<file path="src/rtl/halton3_pkg.sv">
// Shared definitions for the base-3 Halton digit chain: radix constants, digit type,
// decoder FSM states and a small power-of-three helper.
package halton3_pkg;

    localparam int BASE    = 3;
    localparam int LOGBASE = 2;

    typedef logic [LOGBASE-1:0] digit_t;

    typedef enum logic [1:0] {
        IDLE = 2'd0,
        BUSY = 2'd1,
        DONE = 2'd2
    } dec_state_t;

    // Smallest output width that holds every radical-inverse value for a digit count.
    function automatic int min_outw(input int digits);
        longint p;
        p = 1;
        for (int i = 0; i < digits; i++) begin
            p = p * BASE;
        end
        return $clog2(p);
    endfunction

endpackage

</file>
<file path="src/rtl/halton3_digit_decoder_if.sv">
// Valid/ready bundle between the digit counters, the decoder and the comparators.
// out_err exists only when HALTON3_DEC_ERR_EN is defined.
interface halton3_digit_decoder_if
    import halton3_pkg::*;
#(
    parameter int DIGITS = 4,
    parameter int OUTW   = 7
);

    logic                        in_valid;
    logic                        in_ready;
    logic [DIGITS*LOGBASE-1:0]   in_digits;
    logic                        out_valid;
    logic                        out_ready;
    logic [OUTW-1:0]             out_data;
`ifdef HALTON3_DEC_ERR_EN
    logic                        out_err;
`endif

`ifdef HALTON3_DEC_ERR_EN
    modport master (
        output in_valid, in_digits, out_ready,
        input  in_ready, out_valid, out_data, out_err
    );

    modport slave (
        input  in_valid, in_digits, out_ready,
        output in_ready, out_valid, out_data, out_err
    );
`else
    modport master (
        output in_valid, in_digits, out_ready,
        input  in_ready, out_valid, out_data
    );

    modport slave (
        input  in_valid, in_digits, out_ready,
        output in_ready, out_valid, out_data
    );
`endif

endinterface

</file>
<file path="src/rtl/halton3_horner_step.sv">
// One Horner step of the base-3 radical inverse: acc_out = acc_in*3 + digit (mod 2^OUTW).
// A set mask makes the digit contribute zero.
module halton3_horner_step
    import halton3_pkg::*;
#(
    parameter int OUTW = 7
) (
    input  logic [OUTW-1:0] acc_in,
    input  digit_t          digit,
    input  logic            mask,
    output logic [OUTW-1:0] acc_out
);

    logic [OUTW-1:0] term;

    // Times-three as shift-plus-add keeps the datapath to two adders.
    always_comb begin
        term    = mask ? '0 : OUTW'(digit);
        acc_out = (acc_in << 1) + acc_in + term;
    end

endmodule

</file>
<file path="src/rtl/halton3_digit_decoder.sv">
// Serial Horner decoder: one ternary digit snapshot in, scaled radical-inverse integer out.
// Define HALTON3_DEC_ERR_EN to flag and zero illegal digit code 3 (adds out_err).
module halton3_digit_decoder
    import halton3_pkg::*;
#(
    parameter int DIGITS = 4,
    parameter int OUTW   = 7
) (
    input logic clk,
    input logic rst_n,
    halton3_digit_decoder_if.slave bus
);

    localparam int              IDXW    = (DIGITS > 1) ? $clog2(DIGITS) : 1;
    localparam logic [IDXW-1:0] LAST_IX = IDXW'(DIGITS - 1);

    dec_state_t               state;
    dec_state_t               state_nx;
    logic [OUTW-1:0]          acc;
    logic [OUTW-1:0]          acc_step;
    logic [IDXW-1:0]          idx;
    digit_t [DIGITS-1:0]      digits;
    digit_t                   cur;
    logic                     mask;
    logic                     accept;
    logic                     step;
`ifdef HALTON3_DEC_ERR_EN
    logic                     err;
`endif

    // Digit 0 is consumed first so it lands on the highest power of three.
    assign cur = digits[idx];

`ifdef HALTON3_DEC_ERR_EN
    assign mask = (cur == digit_t'(BASE));
`else
    assign mask = 1'b0;
`endif

    halton3_horner_step #(
        .OUTW (OUTW)
    ) u_step (
        .acc_in  (acc),
        .digit   (cur),
        .mask    (mask),
        .acc_out (acc_step)
    );

    always_ff @(posedge clk or negedge rst_n) begin
        if (!rst_n) begin
            state <= IDLE;
        end else begin
            state <= state_nx;
        end
    end

    always_comb begin
        state_nx      = state;
        bus.in_ready  = 1'b0;
        bus.out_valid = 1'b0;
        accept        = 1'b0;
        step          = 1'b0;
        case (state)
            IDLE: begin
                bus.in_ready = 1'b1;
                if (bus.in_valid) begin
                    accept   = 1'b1;
                    state_nx = BUSY;
                end
            end
            BUSY: begin
                step = 1'b1;
                if (idx == LAST_IX) begin
                    state_nx = DONE;
                end
            end
            DONE: begin
                bus.out_valid = 1'b1;
                if (bus.out_ready) begin
                    state_nx = IDLE;
                end
            end
            default: begin
                state_nx = IDLE;
            end
        endcase
    end

    // The digit snapshot is taken only at the accept edge; later input changes are ignored.
    always_ff @(posedge clk or negedge rst_n) begin
        if (!rst_n) begin
            acc    <= '0;
            idx    <= '0;
            digits <= '0;
`ifdef HALTON3_DEC_ERR_EN
            err    <= 1'b0;
`endif
        end else if (accept) begin
            acc    <= '0;
            idx    <= '0;
            digits <= bus.in_digits;
`ifdef HALTON3_DEC_ERR_EN
            err    <= 1'b0;
`endif
        end else if (step) begin
            acc    <= acc_step;
            idx    <= idx + 1'b1;
`ifdef HALTON3_DEC_ERR_EN
            err    <= err | mask;
`endif
        end
    end

    assign bus.out_data = acc;

`ifdef HALTON3_DEC_ERR_EN
    assign bus.out_err = err & (state == DONE);
`endif

endmodule
</file>
<file path="src/flat_wrapper.sv">
// flat-port wrapper written by rule: the top's interface ports become plain ports
module halton3_digit_decoder_flat import halton3_pkg::*;
#(
    parameter int DIGITS = 4,
    parameter int OUTW   = 7
)
  (clk, rst_n, bus_in_valid, bus_in_digits, bus_out_ready, bus_in_ready, bus_out_valid, bus_out_data);
  halton3_digit_decoder_if #(.DIGITS(DIGITS), .OUTW(OUTW)) bus_i ();
  input logic clk;
  input logic rst_n;
  input wire logic [$bits(bus_i.in_valid)-1:0] bus_in_valid;
  input wire logic [$bits(bus_i.in_digits)-1:0] bus_in_digits;
  input wire logic [$bits(bus_i.out_ready)-1:0] bus_out_ready;
  output wire logic [$bits(bus_i.in_ready)-1:0] bus_in_ready;
  output wire logic [$bits(bus_i.out_valid)-1:0] bus_out_valid;
  output wire logic [$bits(bus_i.out_data)-1:0] bus_out_data;
  assign bus_i.in_valid = bus_in_valid;
  assign bus_i.in_digits = bus_in_digits;
  assign bus_i.out_ready = bus_out_ready;
  assign bus_in_ready = bus_i.in_ready;
  assign bus_out_valid = bus_i.out_valid;
  assign bus_out_data = bus_i.out_data;
  halton3_digit_decoder #(.DIGITS(DIGITS), .OUTW(OUTW)) u_core (.clk(clk), .rst_n(rst_n), .bus(bus_i));
endmodule
</file>
<file path="config.mk">
export PLATFORM = sky130hd
export DESIGN_NAME = halton3_digit_decoder_flat
export DESIGN_NICKNAME = d
export VERILOG_FILES = /design/src/rtl/halton3_pkg.sv /design/src/rtl/halton3_digit_decoder_if.sv /design/src/rtl/halton3_horner_step.sv /design/src/rtl/halton3_digit_decoder.sv /design/src/flat_wrapper.sv
export SDC_FILE = /design/constraint.sdc
export NUM_CORES = 1
export LEC_CHECK = 0
export ABC_AREA = 1
export CAP_MARGIN = 10
export CORE_MARGIN = 10
export CORE_UTILIZATION = 55
export DETAILED_ROUTE_END_ITERATION = 7
export GPL_TIMING_DRIVEN = 1
export HOLD_SLACK_MARGIN = 0.02
export PLACE_DENSITY = 0.83
export SYNTH_ARGS = -nofsm -noshare
export SYNTH_HDL_FRONTEND = slang
export SYNTH_SLANG_ARGS = --single-unit
</file>
<file path="constraint.sdc">
create_clock -name clk -period 6.9 [get_ports clk]
set_clock_uncertainty 0.05 [all_clocks]
set_input_delay 1.725 -clock clk [delete_from_list [all_inputs] [get_ports clk]]
set_output_delay 1.725 -clock clk [all_outputs]
set_load 0.02 [all_outputs]
</file>
==> results of run 1 <==
power groups by stage:
stage / Combinational [mW] / Clock [mW] / Sequential (mW)
floorplan: 0.332 / 0 / 0.236
global placement: 0.463 / 0 / 0.221
detailed placement: 0.487 / 0 / 0.223
CTS: 0.489 / 0.0565 / 0.221
global route: 0.550 / 0.0603 / 0.230
finish: 0.483 / 0.0546 / 0.221
flip-flops by register name, summed over array words and instances (netlist names):
| signal | cells |
|---|---|
| u_core.bus.out_data | 7 |
| u_core.idx | 2 |
| u_core.state | 2 |
| u_core.digits | 8 |
cell type report:
cell class | count | share of cell area (%)
timing repair buffer | 20 | 14.39
tap | 27 | 2.428
multi-input combinational | 108 | 42.99
sequential | 19 | 34.17
inverter | 14 | 4.137
clock buffer | 4 | 1.888
path summary, 6_finish.rpt:
check / end
setup / recovery: bus_in_ready
setup reg to reg: u_core.bus.out_data[5]$_DFFE_PN0P_
hold / removal: u_core.digits[1]$_DFFE_PN0P_
min in group asynchronous: u_core.digits[3]$_DFFE_PN0P_
max in group asynchronous: u_core.bus.out_data[1]$_DFFE_PN0P_
hold reg to reg: u_core.digits[1]$_DFFE_PN0P_
cells in the final DEF, fill, tap and decap left out:
cell type	synthesis	routed
nand2_1	57	57
clkdlybuf4s50_1	0	20
dfrtp_1	19	19
inv_1	11	11
ha_1	11	11
nor2_1	8	8
o21ai_0	8	8
nand3_1	7	7
nand2_2	3	3
a21oi_1	3	3
a22o_1	3	3
clkbuf_4	0	3
o22ai_1	2	2
inv_2	2	2
o21ai_1	2	2
fa_1	2	2
nor2_4	1	1
inv_6	1	1
o31ai_1	1	1
clkbuf_1	0	1
worst max-delay path: cells and delay by family, from the launching register on:
kind | cells | cell delay [ns]
AND/OR/NAND/NOR | 1 | 0.14
flip-flops | 1 | 0.45
buffers and inverters | 1 | 0.62
stage by stage:
stage / worst slack (ns) / util [%] / instance area [um2] / cells
2_1_floorplan: 4.389 / - / 1142 / 142
3_3_place_gp: 3.974 / 69.58 / 1365 / 188
3_5_place_dp: 3.956 / 69.58 / 1365 / 188
4_1_cts: 3.616 / 70.92 / 1391 / 192
5_1_grt: 3.590 / 70.92 / 1391 / 192
6_report: 3.634 / 70.92 / 1391 / 192
kinds of logic (layout without fill, tap and decap cells):
group	count (synthesis)	in the layout	share of synthesized area, %
DFF	19	19	41.62
and+or+nand+nor	76	76	27.05
AOI/OAI and AO/OA	19	19	9.748
buffers and inverters	15	38	6.024
adders and majority gates	13	13	15.55
metal layers:
layer  share of wire, %  vias up  track usage (%)
met5                  0        -                0
met4                1.5        0            3.209
met3                3.6        5            2.203
met2                 48       16            19.76
met1                 47      428            12.18
li1                   -      508                -
==> summary.txt, run 1 <==
STA
  • Min cycle time layout: 3.266 ns
  • Hold violation count in the final report: 0
  • Worst Tran Pin Value: 0.8145 ns
  • RSZ-0062 raised after global routing: no
  • Tcrit/Tclk final: 47.33%
  • Setup violations, final: 0
  • Max Fclk: ~310 MHz
  • Sum of negative setup slack: 0 ns
  • Slew headroom: 45.53%
  • Hold WS: 0.4396 ns
  • Slew Limit Fails: 0

Yosys
  • Share of the synthesized area in the top cell type: between 40% and 50%
  • Gate Count Post-Synth: between 100 and 150
  • Count leader, synth: nand2_1
  • Ys flop type: dfrtp_1
  • Synth cell types: 18
  • Seq/Total Area, Yosys: 41.62%
  • Syn avg cell area: 8.045 um2
  • Syn Nets: roughly 170
  • Post-Syn Area: 1142 um2
  • Largest cells by area after synthesis: dfrtp_1, nand2_1, ha_1
  • EDFF count, synth: 0
  • Asr flop ratio synth: 100.0%
  • Yosys reg bits: 19
  • Synth warn: 0
  • Top cells by count, synth: nand2_1, dfrtp_1, ha_1, inv_1
  • Yosys top cell by area: dfrtp_1

GRT
  • Number of global-route vias before repair: 955
  • Initial antenna violation count: 0
  • Total global-route track usage: about 11%
  • Largest net degree at the start of global routing: 20
  • First-pass GRT wire length: 3891 um
  • Total grt overflow: 0

Routing
  • Detail Route Antenna Nets: 0
  • Iteration-0 DRC Markers: 31
  • Via/cell ratio: 4.984
  • DR pass1 iterations: 6
  • Vias: 957
  • # DRC: 0
  • DR WL/cell: 11.88 um
  • Drt total wl: 2280 um

Clocking
  • Hold_buf cts: 0
  • CTS tree: built
  • Total setup buffers inserted after CTS: 0
  • CTS sink cnt: 19
  • Clock root cell: clkbuf_4
  • Post-CTS sizing: 0
  • Clock Latency Late Sink: roughly 0.29 ns
  • Clk buf depth: 2
  • Htree depth: 1
  • Number of CTS-inserted buffers: 3
  • Clock Pin Slew Worst Setup and Hold Paths: 0.10 ns

Final layout
  • Ratio of cells with drive above 1 in the final layout: under 10%
  • Layout area overhead: 21.80%
  • Nets: 191
  • Area of the multi-input gates: 598.1 um2
  • Reg area: 475.5 um2
  • Final-layout fill cell count: 173
  • Number of diodes: 0

Power and ir drop
  • Flop pwr share: 29.1%
  • P_leak: between 0.7 and 0.8 nW
  • Pwr Total: 758.8 uW
  • P_sw: approximately 360 uW
  • Clock power frac: 7.2%
  • Pwr per Cell Area: 545.3 nW/um2
  • Max IR drop VDD: 298.1 uV
  • Gate power share: 63.7%
  • P_int: approximately 400 uW
  • Switching part of the total: between 40% and 50%

Worst setup path
  • Worst Setup End Kind: primary output
  • Critical path class: reg2out
  • Worst Reg-to-Reg Cells: 12
  • CP startpoint kind: register
  • Crit path max fanout: 4
  • CP Data Required Time: 5.12 ns
  • CP startpoint: u_core.state[0]$_DFFE_PN0P_
  • Reg2Reg Setup Slack: 4.17 ns
  • RR Startpoint: u_core.idx[0]$_DFFE_PN0P_
  • Crit-path max cell delay: 0.62 ns
  • Data arrival, critical path: 1.49 ns
  • CP Cell Sequence: nor2_4 > clkdlybuf4s50_1
  • Crit path max-delay cell type: clkdlybuf4s50_1

Place
  • Final GP Congestion: a little over 0.8
  • HPWL after DPL: ~1900 um
  • IO buf count: 20

Die
  • I/O pin count: 21
  • CORE AREA: 1962 um2
  • Die width: 65.58 um
  • Row count: 16
  • Initial cell density of the core: 58.23%
  • Die height: 65.58 um
  • DIE AREA: 4300 um2

Worst hold path
  • Hold Path Depth: 2
  • Hold path startpoint: u_core.digits[1]$_DFFE_PN0P_
  • Hold crit path type: reg2reg

Flow run
  • Max_cap viols: 0

Outcome
  • Run status: completed
(Power assumes the default switching activity.)
==> run 2, diff against run 1 <==
--- a/config.mk
+++ b/config.mk
@@ -8,11 +8,11 @@
 export ABC_AREA = 1
 export CAP_MARGIN = 10
 export CORE_MARGIN = 10
-export CORE_UTILIZATION = 55
+export CORE_UTILIZATION = 51
 export DETAILED_ROUTE_END_ITERATION = 7
 export GPL_TIMING_DRIVEN = 1
 export HOLD_SLACK_MARGIN = 0.02
-export PLACE_DENSITY = 0.83
+export PLACE_DENSITY = 0.78
 export SYNTH_ARGS = -nofsm -noshare
 export SYNTH_HDL_FRONTEND = slang
 export SYNTH_SLANG_ARGS = --single-unit
==> constraint.sdc (replaced) <==
create_clock -name clk -period 3.31 [get_ports clk]
set_clock_uncertainty 0.05 [all_clocks]
set_input_delay 0.8275 -clock clk [delete_from_list [all_inputs] [get_ports clk]]
set_output_delay 0.8275 -clock clk [all_outputs]
set_load 0.02 [all_outputs]
==> run 2 against run 1 <==
Final cell count grew 0.52%. Global-route usage grew 1.1 points. Register-to-register slack lost 3.6 ns. Routed wire length grew 9.7%. Worst hold slack gained 0.0094 ns. Critical path type is now reg2reg. Highest routed layer unchanged.
==> summary.txt, run 2 (synthesized netlist as in run 1, its figures left out) <==
Die
  • Die height: 67.33 um (was 65.58 um)
  • Row count: 17 (was 16)
  • Initial cell density of the core: 52.65% (was 58.23%)
  • Die width: 67.33 um (was 65.58 um)
  • DIE AREA: 4533 um2 (was 4300 um2)
  • CORE AREA: 2170 um2 (was 1962 um2)
  • I/O pin count: 21 (unchanged)

Power and ir drop
  • P_leak: 0.7306 nW (was 0.7279 nW)
  • Max IR drop VDD: 749.0 uV (was 298.1 uV)
  • Pwr per Cell Area: 1154 nW/um2 (was 545.3 nW/um2)

Routing
  • DR WL/cell: 12.96 um (was 11.88 um)
  • # DRC: 0 (unchanged)
  • Iteration-0 DRC Markers: 49 (was 31)
  • Vias: 988 (was 957)
  • Detail Route Antenna Nets: 0 (unchanged)
  • Via/cell ratio: 5.119 (was 4.984)
  • Drt total wl: 2501 um (was 2280 um)
  • DR pass1 iterations: 4 (was 6)

GRT
  • Initial antenna violation count: 0 (unchanged)
  • Largest net degree at the start of global routing: 20 (unchanged)
  • Number of global-route vias before repair: 957 (was 955)
  • Total grt overflow: 0 (unchanged)
  • First-pass GRT wire length: 4195 um (was 3891 um)
  • Total global-route track usage: 11.91% (was 10.79%)

Clocking
  • Hold_buf cts: 0 (unchanged)
  • Clock Latency Late Sink: 0.31 ns (was 0.29 ns)
  • Total setup buffers inserted after CTS: 0 (unchanged)
  • Post-CTS sizing: 0 (unchanged)
  • CTS sink cnt: 19 (unchanged)
  • Clk buf depth: 2 (unchanged)
  • Htree depth: 1 (unchanged)
  • Clock root cell: clkbuf_4 (unchanged)
  • Number of CTS-inserted buffers: 3 (unchanged)
  • Clock Pin Slew Worst Setup and Hold Paths: 0.12 ns (was 0.10 ns)
  • CTS tree: built (unchanged)

Worst hold path
  • Hold crit path type: reg2reg (unchanged)

STA
  • Slew Limit Fails: 0 (unchanged)
  • Min cycle time layout: 2.705 ns
  • Hold WS: 0.4490 ns (was 0.4396 ns)
  • Max Fclk: 369.6 MHz
  • Setup violations, final: 0 (unchanged)
  • Sum of negative setup slack: 0 ns (unchanged)
  • Fin worst setup slack: 0.6047 ns (was 3.634 ns)
  • Slew headroom: 43.15% (was 45.53%)
  • Tcrit/Tclk final: 81.73%
  • Worst Tran Pin Value: 0.8502 ns (was 0.8145 ns)
  • Hold violation count in the final report: 0 (unchanged)
  • RSZ-0062 raised after global routing: no (unchanged)

Final layout
  • Layout area overhead: 22.02% (was 21.80%)
  • Most common cell after layout, fill and taps aside: nand2_1 (unchanged)
  • Max reg flops: 8 (unchanged)
  • Most frequent cells in the layout: nand2_1, clkdlybuf4s50_1, dfrtp_1, inv_1, ha_1 (unchanged)
  • Biggest register: u_core.digits (unchanged)
  • Ratio of cells with drive above 1 in the final layout: 6.667% (was 6.061%)
  • Nets: 191 (unchanged)
  • Number of diodes: 0 (unchanged)

Worst setup path
  • Worst Reg-to-Reg Cells: 12 (unchanged)
  • CP startpoint kind: register (unchanged)
  • Crit path max fanout: 6 (was 4)
  • Crit path to: u_core.bus.out_data[5]$_DFFE_PN0P_ (was bus_in_ready)
  • Critical path class: reg2reg (was reg2out)
  • Data arrival, critical path: 2.85 ns (was 1.49 ns)
  • FF-to-FF End: u_core.bus.out_data[5]$_DFFE_PN0P_ (unchanged)
  • CP Data Required Time: 3.46 ns (was 5.12 ns)
  • Worst Setup End Kind: register (was primary output)
  • CP startpoint: u_core.idx[0]$_DFFE_PN0P_ (was u_core.state[0]$_DFFE_PN0P_)
  • RR Startpoint: u_core.idx[0]$_DFFE_PN0P_ (unchanged)
  • Reg2Reg Setup Slack: 0.60 ns (was 4.17 ns)

Place
  • Dpl ws: 0.7047 ns (was 3.956 ns)
  • Final GP Congestion: 0.8437 (was 0.8175)
  • IO buf count: 20 (unchanged)
  • HPWL after DPL: 1865 um (was 1854 um)

Outcome
  • Run status: completed (unchanged)

Flow run
  • Max_cap viols: 0 (unchanged)
run 2: worst max-delay path, cell delays in order (launching register included):
cell and delay (ns):
dfrtp_1 0.46, inv_1 0.16, o21ai_0 0.11, o22ai_1 0.19, fa_1 0.45, ha_1 0.25
fa_1 0.40, nand2_1 0.12, nand2_1 0.06, a21oi_1 0.17, nand2_1 0.08, nand2_1 0.06
o21ai_1 0.05
run 2: worst min path at each step:
stage / start / end / cells past startpoint
final: u_core.digits[2]$_DFFE_PN0P_ / u_core.digits[2]$_DFFE_PN0P_ / 2
after global routing: u_core.digits[5]$_DFFE_PN0P_ / u_core.digits[5]$_DFFE_PN0P_ / 2
after global placement: u_core.digits[6]$_DFFE_PN0P_ / u_core.digits[6]$_DFFE_PN0P_ / 2
after detailed placement: u_core.digits[7]$_DFFE_PN0P_ / u_core.digits[7]$_DFFE_PN0P_ / 2
after CTS: u_core.digits[7]$_DFFE_PN0P_ / u_core.digits[7]$_DFFE_PN0P_ / 2
after floorplan: u_core.digits[4]$_DFFE_PN0P_ / u_core.digits[4]$_DFFE_PN0P_ / 2
run 2: layer usage:
layer | part of all wire (%) | vias up | GRT usage [%]
met5 | 0 | - | 0
met4 | 1.2 | 0 | 4.615
met3 | 7.4 | 4 | 3.306
met2 | 48 | 29 | 20.73
met1 | 44 | 448 | 13.52
li1 | - | 507 | -
run 2: area by class of cell:
cell class                      instances  area, um2
Fill cell                             199      775.7
Multi-Input combinational cell        108      598.1
Sequential cell                        19      475.5
Timing Repair Buffer                   20      200.2
Inverter                               14      57.56
Tap cell                               28      35.03
Clock buffer                            3      22.52
Clock inverter                          1      5.005
run 2: power by group:
group / total (mW) / internal [mW] / switching [mW] / leakage [nW]
clock network: 0.123 / 0.0451 / 0.0780 / 0.0177
logic: 1.02 / 0.433 / 0.590 / 0.477
registers: 0.463 / 0.351 / 0.112 / 0.235
total: 1.61 / 0.829 / 0.779 / 0.731
run 2: stage by stage:
stage | std cells | power, mW | utilization (%) | instance area (um2)
floorplan | 142 | 1.184 | - | 1142
global placement | 189 | 1.430 | 62.98 | 1366
detailed placement | 189 | 1.478 | 62.98 | 1366
CTS | 193 | 1.612 | 64.24 | 1394
global route | 193 | 1.779 | 64.24 | 1394
finish | 193 | 1.608 | 64.24 | 1394
==> run 3, diff against run 2 <==
==> constraint.sdc (replaced) <==
create_clock -name clk -period 2.7 [get_ports clk]
set_clock_uncertainty 0.05 [all_clocks]
set_input_delay 0.675 -clock clk [delete_from_list [all_inputs] [get_ports clk]]
set_output_delay 0.675 -clock clk [all_outputs]
set_load 0.02 [all_outputs]
==> run 3 against run 2 <==
Routed wire length decreased by 6.3%. Combinational power increased by 25%. Design area increased by 1.6%.
==> summary.txt, run 3 (synthesized netlist as in run 1, its figures left out) <==
Power and ir drop
  • Flop pwr share: 28.4% (was 28.8%)
  • P_leak: 0.7373 nW (was 0.7306 nW)
  • P_int: 1.038 mW (was 829.1 uW)
  • P_sw: 952.5 uW (was 779.4 uW)
  • Max IR drop VDD: 865.7 uV (was 749.0 uV)
  • Gate power share: 64.1% (was 63.6%)
  • Switching part of the total: 47.86% (was 48.45%)
  • Pwr per Cell Area: 1405 nW/um2 (was 1154 nW/um2)
  • Clock power frac: 7.5% (was 7.7%)

Worst setup path
  • Critical path depth in cells: 12 (unchanged)
  • CP Data Required Time: 2.85 ns (was 3.46 ns)
  • CP delay by family, top: adder cells (unchanged)
  • Buf/Inv on CP: 1 (unchanged)
  • Crit path max fanout: 5 (was 6)
  • Crit-path max cell delay: 0.49 ns (was 0.46 ns)
  • Worst Setup End Kind: register (unchanged)
  • Worst Reg-to-Reg Cells: 12 (unchanged)
  • Crit path top cell by count: nand2_1 (unchanged)
  • CP startpoint kind: register (unchanged)
  • Reg2Reg Setup Slack: 0.19 ns (was 0.60 ns)
  • Crit path max-delay cell type: fa_1 (was dfrtp_1)
  • CP Cell Sequence: buf_4 > nor2_1 > o22ai_1 > fa_1 > ha_2 > fa_1 > nand2_1 > nand2_1 > a21oi_2 > nand2_1 > nand2_1 > o21ai_1 (was inv_1 > o21ai_0 > o22ai_1 > fa_1 > ha_1 > fa_1 > nand2_1 > nand2_1 > a21oi_1 > nand2_1 > nand2_1 > o21ai_1)
  • Data arrival, critical path: 2.67 ns (was 2.85 ns)
  • Critical path class: reg2reg (unchanged)

Final layout
  • Layout area overhead: 23.99% (was 22.02%)
  • Ratio of cells with drive above 1 in the final layout: 10.18% (was 6.667%)
  • Final-layout fill cell count: 185 (was 199)
  • Max reg flops: 8 (unchanged)
  • Most common cell after layout, fill and taps aside: nand2_1 (unchanged)
  • Nets: 193 (was 191)
  • Biggest register: u_core.digits (unchanged)
  • Most frequent cells in the layout: nand2_1, clkdlybuf4s50_1, dfrtp_1, inv_1, ha_1 (unchanged)
  • Number of diodes: 0 (unchanged)

Flow run
  • Max_cap viols: 0 (unchanged)

Routing
  • Via/cell ratio: 5.021 (was 5.119)
  • Drt total wl: 2343 um (was 2501 um)
  • # DRC: 0 (unchanged)
  • Iteration-0 DRC Markers: 43 (was 49)
  • Detail Route Antenna Nets: 0 (unchanged)
  • DR pass1 iterations: 4 (unchanged)
  • DR WL/cell: 12.02 um (was 12.96 um)
  • Vias: 979 (was 988)

GRT
  • First-pass GRT wire length: 3926 um (was 4195 um)
  • Largest net degree at the start of global routing: 20 (unchanged)
  • Initial antenna violation count: 0 (unchanged)
  • Total grt overflow: 0 (unchanged)
  • Total global-route track usage: 11.10% (was 11.91%)
  • Number of global-route vias before repair: 948 (was 957)

Clocking
  • CTS sink cnt: 19 (unchanged)
  • Htree depth: 1 (unchanged)
  • Hold_buf cts: 0 (unchanged)
  • Clock Latency Late Sink: 0.31 ns (about the same)
  • Number of CTS-inserted buffers: 3 (unchanged)
  • Clk buf depth: 2 (unchanged)
  • Clock Pin Slew Worst Setup and Hold Paths: 0.12 ns (about the same)
  • CTS tree: built (unchanged)
  • Clock root cell: clkbuf_4 (unchanged)

STA
  • Fin worst setup slack: 0.1852 ns (was 0.6047 ns)
  • Hold violation count in the final report: 0 (unchanged)
  • Max Fclk: 397.6 MHz (was 369.6 MHz)
  • Min cycle time layout: 2.515 ns (was 2.705 ns)
  • Hold WS: 0.4502 ns (was 0.4490 ns)
  • Tcrit/Tclk final: 93.14% (was 81.73%)
  • Worst Tran Pin Value: 0.2703 ns (was 0.8502 ns)
  • RSZ-0062 raised after global routing: no (unchanged)
  • Sum of negative setup slack: 0 ns (unchanged)
  • Slew headroom: 81.92% (was 43.15%)
  • Setup violations, final: 0 (unchanged)
  • Slew Limit Fails: 0 (unchanged)

Place
  • Dpl ws: 0.1060 ns (was 0.7047 ns)
  • HPWL after DPL: 1864 um (was 1865 um)
  • IO buf count: 20 (unchanged)
  • Final GP Congestion: 0.8438 (was 0.8437)

Worst hold path
  • Hold Path Depth: 2 (unchanged)
  • Hold crit path type: reg2reg (unchanged)

Die
  • CORE AREA: 2170 um2 (unchanged)
  • Initial cell density of the core: 52.65% (unchanged)
  • Die width: 67.33 um (unchanged)
  • Die height: 67.33 um (unchanged)
  • DIE AREA: 4533 um2 (unchanged)
  • I/O pin count: 21 (unchanged)
  • Row count: 17 (unchanged)

Outcome
  • Run status: completed (unchanged)
run 3: cell type report:
type | instances | area, um2 | area share (%)
multi-input cells | 108 | 604.3 | 42.67
flip-flops and latches | 19 | 476.7 | 33.66
inverters | 14 | 57.56 | 4.064
well taps | 28 | 35.03 | 2.473
clock inverters | 1 | 5.005 | 0.3534
repair buffers | 22 | 215.2 | 15.19
clock buffers | 3 | 22.52 | 1.590
run 3: final timing paths:
check | endpoint | from
max | u_core.bus.out_data[5]$_DFFE_PN0P_ | u_core.idx[0]$_DFFE_PN0P_
min | u_core.digits[2]$_DFFE_PN0P_ | u_core.digits[2]$_DFFE_PN0P_
max reg2reg | u_core.bus.out_data[5]$_DFFE_PN0P_ | u_core.idx[0]$_DFFE_PN0P_
min reg2reg | u_core.digits[2]$_DFFE_PN0P_ | u_core.digits[2]$_DFFE_PN0P_
max in group asynchronous | u_core.idx[0]$_DFFE_PN0P_ | rst_n
min in group asynchronous | u_core.digits[6]$_DFFE_PN0P_ | rst_n
run 3: tightest hold or removal path: stages, from the launching register on:
cell     delay (ns)
dfrtp_1        0.36
nand2_1        0.06
nand2_1        0.06
run 3: routing by layer:
metal | share of wire (%) | global-route usage [%] | wire length [um]
met1 | 45 | 11.78 | 1050
met2 | 47 | 19.43 | 1099
met3 | 6.1 | 2.810 | 142
met4 | 2.1 | 6.667 | 50
met5 | 0 | 0 | 0
run 3: stage by stage:
step / std cells / power (mW) / cell area (um2) / utilization, %
global placement: 190 / 1.754 / 1374 / 63.32
detailed placement: 190 / 1.803 / 1374 / 63.32
global route: 195 / 2.197 / 1416 / 65.28
CTS: 194 / 1.965 / 1401 / 64.59
floorplan: 142 / 1.452 / 1142 / -
finish: 195 / 1.990 / 1416 / 65.28
run 3: what timing repair did:
item | CTS | global route
setup buffers | 0 | 1
setup endpoints to repair | 0 | 1
resized for setup | 0 | 5
run 3: power groups by stage:
stage	Combinational, mW	Clock, mW	Sequential (mW)
2_1_floorplan	0.850	0	0.602
3_3_place_gp	1.19	0	0.564
3_5_place_dp	1.23	0	0.569
4_1_cts	1.25	0.152	0.563
5_1_grt	1.44	0.168	0.585
6_report	1.28	0.150	0.564
